$ cat config.mk
export PLATFORM = sky130hd
export DESIGN_NAME = serial_subtractor
export DESIGN_NICKNAME = d
export VERILOG_FILES = /design/src/rtl/serial_arith_pkg.sv /design/src/rtl/full_subtractor.sv /design/src/rtl/serial_subtractor.sv
export SDC_FILE = /design/constraint.sdc
export NUM_CORES = 1
export LEC_CHECK = 0
export CAP_MARGIN = 10
export CORE_MARGIN = 2
export CORE_UTILIZATION = 26
export DETAILED_ROUTE_END_ITERATION = 7
export GPL_TIMING_DRIVEN = 0
export RECOVER_POWER = 25
export REMOVE_ABC_BUFFERS = 1
export SYNTH_ARGS = -nofsm -noshare
export SYNTH_HDL_FRONTEND = slang
export SYNTH_SLANG_ARGS = --single-unit
$ cat constraint.sdc
create_clock -name clk -period 2.6 [get_ports clk]
set_input_delay 0.39 -clock clk [delete_from_list [all_inputs] [get_ports clk]]
set_output_delay 0.39 -clock clk [all_outputs]
set_load 0.01 [all_outputs]
$ cat src/rtl/serial_arith_pkg.sv
// Shared definitions for the bit-serial arithmetic cells:
// FSM state encodings, counter-width helper and default operand width.
package serial_arith_pkg;

  localparam int DEFAULT_WIDTH = 8;

  typedef enum logic [1:0] {
    IDLE = 2'b00,
    RUN  = 2'b01,
    DONE = 2'b10
  } state_t;

  // Bit counter holds 0..WIDTH without wrapping inside one operation.
  function automatic int cnt_width(input int w);
    return $clog2(w) + 1;
  endfunction

endpackage

$ cat src/rtl/full_subtractor.sv
// One-bit full subtractor built from gate primitives, matching the adder cell.
// diff = a ^ b ^ bin, bout = (~a & b) | (~(a ^ b) & bin).
module full_subtractor (
  output logic diff,
  output logic bout,
  input  logic a,
  input  logic b,
  input  logic bin
);

  logic w_axb;
  logic w_na;
  logic w_nxb;
  logic w_gen;
  logic w_prop;

  xor u_x1 (w_axb, a, b);
  xor u_x2 (diff, w_axb, bin);
  not u_n1 (w_na, a);
  and u_a1 (w_gen, w_na, b);
  not u_n2 (w_nxb, w_axb);
  and u_a2 (w_prop, w_nxb, bin);
  or  u_o1 (bout, w_gen, w_prop);

endmodule

$ cat src/rtl/serial_subtractor.sv
// Bit-serial WIDTH-bit subtractor, diff = a - b, LSB first, one bit per clock.
// One full_subtractor cell plus a borrow flop is reused for WIDTH cycles.
// Optional signed-overflow output is built when SERIAL_SUB_OVF_EN is defined.
//
// state | meaning
// IDLE  | waiting for start
// RUN   | shifting operands through the cell, one bit per clock
// DONE  | one-cycle done pulse; a new start here goes straight to RUN
module serial_subtractor
  import serial_arith_pkg::*;
#(
  parameter int WIDTH = DEFAULT_WIDTH
) (
  input  logic             clk,
  input  logic             rst_n,
  input  logic             start,
  input  logic [WIDTH-1:0] a,
  input  logic [WIDTH-1:0] b,
  output logic             busy,
  output logic             done,
  output logic [WIDTH-1:0] diff,
  output logic             bout
`ifdef SERIAL_SUB_OVF_EN
  ,
  output logic             ovf
`endif
);

  localparam int             CW   = cnt_width(WIDTH);
  localparam logic [CW-1:0]  LAST = CW'(WIDTH - 1);

  state_t           r_state;
  state_t           w_state_nxt;
  logic [WIDTH-1:0] r_a_sr;
  logic [WIDTH-1:0] r_b_sr;
  logic [WIDTH-1:0] r_diff;
  logic             r_borrow;
  logic             r_bout;
  logic [CW-1:0]    r_cnt;
  logic             w_d;
  logic             w_borrow_nxt;
  logic             w_load;
  logic             w_last;

  full_subtractor u_cell (
    .diff (w_d),
    .bout (w_borrow_nxt),
    .a    (r_a_sr[0]),
    .b    (r_b_sr[0]),
    .bin  (r_borrow)
  );

  assign w_last = (r_cnt == LAST);

  // State register.
  always_ff @(posedge clk or negedge rst_n) begin
    if (!rst_n) r_state <= IDLE;
    else        r_state <= w_state_nxt;
  end

  // Next-state and handshake outputs; start is accepted in IDLE and DONE only.
  always_comb begin
    w_state_nxt = r_state;
    w_load      = 1'b0;
    busy        = 1'b0;
    done        = 1'b0;
    case (r_state)
      IDLE: begin
        if (start) begin
          w_load      = 1'b1;
          w_state_nxt = RUN;
        end
      end
      RUN: begin
        busy = 1'b1;
        if (w_last) w_state_nxt = DONE;
      end
      DONE: begin
        done = 1'b1;
        if (start) begin
          w_load      = 1'b1;
          w_state_nxt = RUN;
        end else begin
          w_state_nxt = IDLE;
        end
      end
      default: w_state_nxt = IDLE;
    endcase
  end

  // Operand shift registers, borrow flop, counter and result registers.
  always_ff @(posedge clk or negedge rst_n) begin
    if (!rst_n) begin
      r_a_sr   <= '0;
      r_b_sr   <= '0;
      r_diff   <= '0;
      r_borrow <= 1'b0;
      r_bout   <= 1'b0;
      r_cnt    <= '0;
    end else if (w_load) begin
      r_a_sr   <= a;
      r_b_sr   <= b;
      r_borrow <= 1'b0;
      r_cnt    <= '0;
    end else if (r_state == RUN) begin
      r_a_sr   <= {1'b0, r_a_sr[WIDTH-1:1]};
      r_b_sr   <= {1'b0, r_b_sr[WIDTH-1:1]};
      r_diff   <= {w_d, r_diff[WIDTH-1:1]};
      r_borrow <= w_borrow_nxt;
      r_cnt    <= r_cnt + CW'(1);
      if (w_last) r_bout <= w_borrow_nxt;
    end
  end

  assign diff = r_diff;
  assign bout = r_bout;

`ifdef SERIAL_SUB_OVF_EN
  logic r_a_msb;
  logic r_b_msb;
  logic r_ovf;

  // Signed overflow from the operand MSBs captured at load and the final result bit.
  always_ff @(posedge clk or negedge rst_n) begin
    if (!rst_n) begin
      r_a_msb <= 1'b0;
      r_b_msb <= 1'b0;
      r_ovf   <= 1'b0;
    end else if (w_load) begin
      r_a_msb <= a[WIDTH-1];
      r_b_msb <= b[WIDTH-1];
    end else if (r_state == RUN && w_last) begin
      r_ovf   <= (r_a_msb ^ r_b_msb) & (r_a_msb ^ w_d);
    end
  end

  assign ovf = r_ovf;
`endif

endmodule

==> flow_metrics.env, run 1 <==
export IMPL_status="finished, violations left"
export IMPL_violations="max-capacitance violations, max-slew violations"
export IMPL_min_to="diff[0]"
export IMPL_wl_per_cell_um=11.7
export IMPL_place_congestion=0.705
export IMPL_ff2ff_setup_slack_ns=0.96
export IMPL_grt_max_degree=33
export IMPL_clk_pin_slew_ns=0.06
export IMPL_worst_ir_drop_vdd_uv=317
export IMPL_reg2reg_depth=4
export IMPL_clock_latency_ns=0.28
export IMPL_drive_above_1_share_pct=5.75
export IMPL_wirelength_um=2850
export IMPL_critPathMaxFanout=29
export IMPL_diodes=0
export IMPL_ys_warnings_count=0
export IMPL_min_period_ns=2.43
export IMPL_hold_start="diff[0]"
export IMPL_num_rows=26
export IMPL_power_w=0.00209
export IMPL_layout_commonest_cell="nand2_1"
export IMPL_hold_viol_final=0
export IMPL_whs_path_depth=2
export IMPL_port_buffers=29
export IMPL_area_growth_pct=29.2
export IMPL_post_cts_buffers=0
export IMPL_max_cap_violations=1
export IMPL_rsz0062_at_grt="no"
export IMPL_pin_count=30
export IMPL_synth_seq_area_share_pct=57.4
export IMPL_root_buffer="clkbuf_8"
export IMPL_htreeDepth=2
export IMPL_die_w_um=77.3
export IMPL_antenna_left=0
export IMPL_crit_chain="nand2b_2 > inv_6 > clkdlybuf4s50_1"
export IMPL_synthCells=148
export IMPL_drv_slew=33
export IMPL_rr_startpoint="r_state[1]"
export IMPL_post_route_period_util_pct=93.5
export IMPL_cts_buffers=5
export IMPL_fmaxAchievable_mhz=411
export IMPL_drc=0
export IMPL_grt_pass1_wl_um=5240
export IMPL_fin_skew_ns=0.00436
export IMPL_syn_area_per_cell_um2=9.43
export IMPL_tightestPinTransition_ns=1.73
export IMPL_cts_max_path_buffers=2
export IMPL_core_um2=5140
export IMPL_fp_dieH_um=77.3
export IMPL_grt_pass1_vias=1173
export IMPL_vias=1057
export IMPL_fin_setup_tns_ns=0
export IMPL_first_pass_iters=6
export IMPL_p_leak_nw=0.804
export IMPL_start_kind="flop"
export IMPL_final_cell_mix="nand2_1 (52), dfrtp_1 (32), clkdlybuf4s50_1 (28)"
export IMPL_cts_resized=2
export IMPL_grt_overflow_total=0
export IMPL_nNetsFinal=195
export IMPL_cp_slowest_cell="clkdlybuf4s50_1"
export IMPL_synth_cell_area_um2=1400
export IMPL_fillers=580
export IMPL_critPathMaxStageDelay_ns=0.58
export IMPL_fp_dieArea_um2=5970
export IMPL_r2r_end="r_b_sr[0]"
export IMPL_hp_class="flop to flop"
export IMPL_cts_hold_buffers_added=0
export IMPL_synth_async_sr_flop_share_pct=100
export IMPL_antenna_found_initial=0
export IMPL_viasPerCell=4.33
export IMPL_synth_seq_cells=32
export IMPL_slew_headroom_pct=-15.4
export IMPL_synth_flop_cell="dfrtp_1"
export IMPL_track_usage_pct=11.3
export IMPL_clkSinkCount=32
export IMPL_hpwl_um=1820
export IMPL_holdWs_ns=0.480
export IMPL_criticalPathCategory="flop to primary output"
export IMPL_start_util_pct=27.1
export IMPL_powerDensity_nw_per_um2=1160
export IMPL_ys_types=29
export IMPL_drt_iter0_drc=84
export IMPL_setup_violations=0
export IMPL_synth_edf_count=0
export IMPL_tritoncts="done"
export IMPL_crit_path_end_kind="primary output"
export IMPL_arrival_ns=2.04
export IMPL_critical_path_required_ns=2.21
==> state kept, by name (all words and copies together) (netlist names) <==
name / count
diff: 8
bout: 1
r_borrow: 1
r_b_sr: 8
r_cnt: 4
r_a_sr: 8
r_state: 2
==> per-layer routing <==
metal / GRT usage (%) / wire length (um) / up-vias / part of all wire [%]
met3: 3.53 / 137 / 7 / 4.8
li1: - / - / 535 / -
met5: 0 / 0 / - / 0
met2: 17.0 / 1250 / 27 / 44
met1: 14.4 / 1400 / 488 / 49
met4: 5.89 / 63 / 0 / 2.2
==> critical path, delay by kind of cell (launching register included) <==
| kind | cells | cell delay, ns |
|---|---|---|
| simple gates | 1 | 0.47 |
| buf+inv | 2 | 0.91 |
| flops | 1 | 0.38 |
==> synth_stat cells, types with 2 or more instances <==
cell	number	area share, %
nand2_1	52	14
dfrtp_1	32	57
nor2_1	14	3.8
a31oi_1	11	4.9
buf_2	3	1.1
buf_4	3	1.6
inv_1	3	0.81
a22o_1	2	1.3
buf_6	2	1.6
clkbuf_1	2	0.54
mux2i_1	2	1.4
nand2b_1	2	0.90
nand3_1	2	0.72
nor2b_1	2	0.90
nor3_1	2	0.72
==> final cells by class <==
| class | count | area [um^2] | share of cell area, % |
|---|---|---|---|
| timing repair buffer | 29 | 284 | 15.8 |
| tap | 70 | 87.6 | 4.86 |
| multi-input combinational | 102 | 514 | 28.5 |
| clock buffer | 7 | 96.3 | 5.34 |
| sequential | 32 | 801 | 44.4 |
| inverter | 4 | 20.0 | 1.11 |
==> logic make-up (layout without fill, tap and decap cells) <==
group | Yosys count | after routing | share of synthesized area (%)
muxes | 2 | 2 | 1.44
adders and majority gates | 2 | 2 | 2.33
xor gates and xnor gates | 1 | 1 | 0.628
and+or+nand+nor | 77 | 77 | 22.7
DFF | 32 | 32 | 57.4
AOI/OAI and AO/OA | 20 | 20 | 9.60
buffers and inverters | 14 | 40 | 5.92
==> power by group <==
part	internal (W)	switching, W
combinational	0.000367	0.000443
clock	0.000235	0.000174
sequential	0.000726	0.000139
total	0.00133	0.000757
==> how the worst max path moves through the flow <==
stage | start | end | slack [ns]
finish | r_state[1] | busy | 0.17
global route | r_state[1] | busy | 0.02
CTS | r_state[1] | busy | 0.08
detailed placement | r_state[1] | busy | -0.09
global placement | r_state[1] | busy | -0.1
floorplan | r_state[0] | r_b_sr[0] | 0.85
==> per-stage QoR <==
step	setup slack (ns)	instances	cell area (um^2)	util, %
after global routing	0.0173	244	1800	35.1
final	0.169	244	1800	35.1
after CTS	0.0761	244	1800	35.1
after detailed placement	-0.0920	237	1700	33.1
after floorplan	0.849	138	1330	-
after global placement	-0.0998	237	1710	33.2
No activity file was read; power rests on OpenSTA's default activity.
==> run 2, diff against run 1 <==
--- a/config.mk
+++ b/config.mk
@@ -6,7 +6,6 @@
 export NUM_CORES = 1
 export LEC_CHECK = 0
 export CAP_MARGIN = 10
-export CORE_MARGIN = 2
 export CORE_UTILIZATION = 26
 export DETAILED_ROUTE_END_ITERATION = 7
 export GPL_TIMING_DRIVEN = 0
==> run 2 against run 1 <==
Compared with the run above:
- the run still ends with max-capacitance violations, max-slew violations left
- worst setup slack improved by 0.25 ns
- largest cell class unchanged
- clock power about the same
- first-iteration DRC count decreased by 46%
- via count increased by 2.4%
- critical path depth unchanged
- die area decreased by 5.1%
- combinational power about the same
- core utilization increased by 0.097 points
- wire length decreased by 1.1%
- count of clock-buffer cells in the layout unchanged
- flip-flop and latch count unchanged
- sequential share of layout area decreased by 0.12 points
- highest routed layer unchanged
==> flow_metrics.env, run 2 (synthesized netlist as in run 1, its figures left out) <==
export IMPL_status="finished, violations left"
export IMPL_violations="max-capacitance violations, max-slew violations"
export IMPL_first_pass_iters=4
export IMPL_layout_commonest_cell="nand2_1"
export IMPL_cts_buffers=5
export IMPL_rsz0062_at_grt="no"
export IMPL_die_w_um=75.3
export IMPL_grt_pass1_vias=1140
export IMPL_clock_latency_ns=0.28
export IMPL_criticalPathCategory="flop to primary output"
export IMPL_grt_overflow_total=0
export IMPL_drv_slew=33
export IMPL_fmaxAchievable_mhz=458
export IMPL_htreeDepth=2
export IMPL_drt_iter0_drc=45
export IMPL_post_cts_buffers=0
export IMPL_antenna_left=0
export IMPL_hpwl_um=1810
export IMPL_final_cell_mix="nand2_1 (52), dfrtp_1 (32), clkdlybuf4s50_1 (28)"
export IMPL_core_um2=5140
export IMPL_p_leak_nw=0.806
export IMPL_critPathMaxFanout=29
export IMPL_min_period_ns=2.18
export IMPL_worst_ir_drop_vdd_uv=424
export IMPL_num_rows=26
export IMPL_hold_viol_final=0
export IMPL_wirelength_um=2820
export IMPL_place_inst=237
export IMPL_clkSinkCount=32
export IMPL_clk_pin_slew_ns=0.06
export IMPL_pin_count=30
export IMPL_place_congestion=0.678
export IMPL_grt_pass1_wl_um=5040
export IMPL_tritoncts="done"
export IMPL_tightestPinTransition_ns=1.69
export IMPL_powerDensity_nw_per_um2=1160
export IMPL_diodes=0
export IMPL_cts_max_path_buffers=2
export IMPL_slew_headroom_pct=-12.8
export IMPL_port_buffers=29
export IMPL_setup_ws_ns=0.416
export IMPL_cts_hold_buffers_added=0
export IMPL_grt_max_degree=33
export IMPL_vias=1082
export IMPL_fp_dieArea_um2=5660
export IMPL_fillers=566
export IMPL_area_growth_pct=29.6
export IMPL_start_kind="flop"
export IMPL_antenna_found_initial=0
export IMPL_drc=0
export IMPL_dp_slack_ns=-0.0784
export IMPL_power_w=0.00209
export IMPL_nNetsFinal=195
export IMPL_viasPerCell=4.43
export IMPL_fin_skew_ns=0.00382
export IMPL_post_route_period_util_pct=84.0
export IMPL_hp_class="flop to flop"
export IMPL_root_buffer="clkbuf_8"
export IMPL_crit_path_end_kind="primary output"
export IMPL_wl_per_cell_um=11.6
export IMPL_drive_above_1_share_pct=5.75
export IMPL_setup_violations=0
export IMPL_fp_dieH_um=75.3
export IMPL_holdWs_ns=0.480
export IMPL_start_util_pct=27.1
export IMPL_track_usage_pct=12.3
export IMPL_max_cap_violations=1
export IMPL_arrival_ns=1.79
export IMPL_stdcell_count=244
export IMPL_critical_path_required_ns=2.21
## run 2: final cells by class
cell class / count / area, um^2 / share of cell area, %
Sequential cell: 32 / 801 / 44.3
Multi-Input combinational cell: 102 / 519 / 28.7
Timing Repair Buffer: 29 / 284 / 15.7
Clock buffer: 7 / 96.3 / 5.33
Tap cell: 70 / 87.6 / 4.84
Inverter: 4 / 20.0 / 1.11
## run 2: timing repair
| item | 4_1_cts | 5_1_grt |
|---|---|---|
| gates resized for setup | 2 | 2 |
| setup endpoints to repair | 1 | 1 |
| gates cloned | 0 | 0 |
| pin swaps | 0 | 0 |
## run 2: power breakdown
part	leakage, nW	switching, W	internal (W)
sequential	0.399	0.000141	0.000726
clock	0.0503	0.000176	0.000235
combinational	0.357	0.000443	0.000370
total	0.806	0.000760	0.00133
## run 2: metal layers
metal	vias to the layer above	wire length, um	share of wire (%)	global-route usage (%)
met3	7	165	5.8	3.88
met2	28	1270	45	20.6
met4	0	59	2.1	6.17
met5	-	0	0	0
li1	538	-	-	-
met1	509	1330	47	14.3
## run 2: final timing paths
check,from,end,slack [ns],cells past startpoint
max,r_state[1],busy,0.42,3
min,diff[0],diff[0],0.48,2
max reg2reg,r_state[0],r_b_sr[1],0.94,3
min reg2reg,diff[0],diff[0],0.48,2
max in group asynchronous,rst_n,r_cnt[0],1.08,1
min in group asynchronous,rst_n,diff[5],0.54,1
## run 2: metrics by stage
stage	instance area (um^2)	setup TNS (ns)	utilization, %
after global routing	1810	0	35.2
final	1810	0	35.2
after CTS	1800	0	35.1
after floorplan	1330	0	-
after global placement	1710	-0.0913	33.2
after detailed placement	1700	-0.0784	33.1
## run 2: worst max-delay path: stages, from the launching register on
cell and delay (ns):
dfrtp_1 0.38, nand2b_4 0.29, inv_6 0.26, clkdlybuf4s50_1 0.58
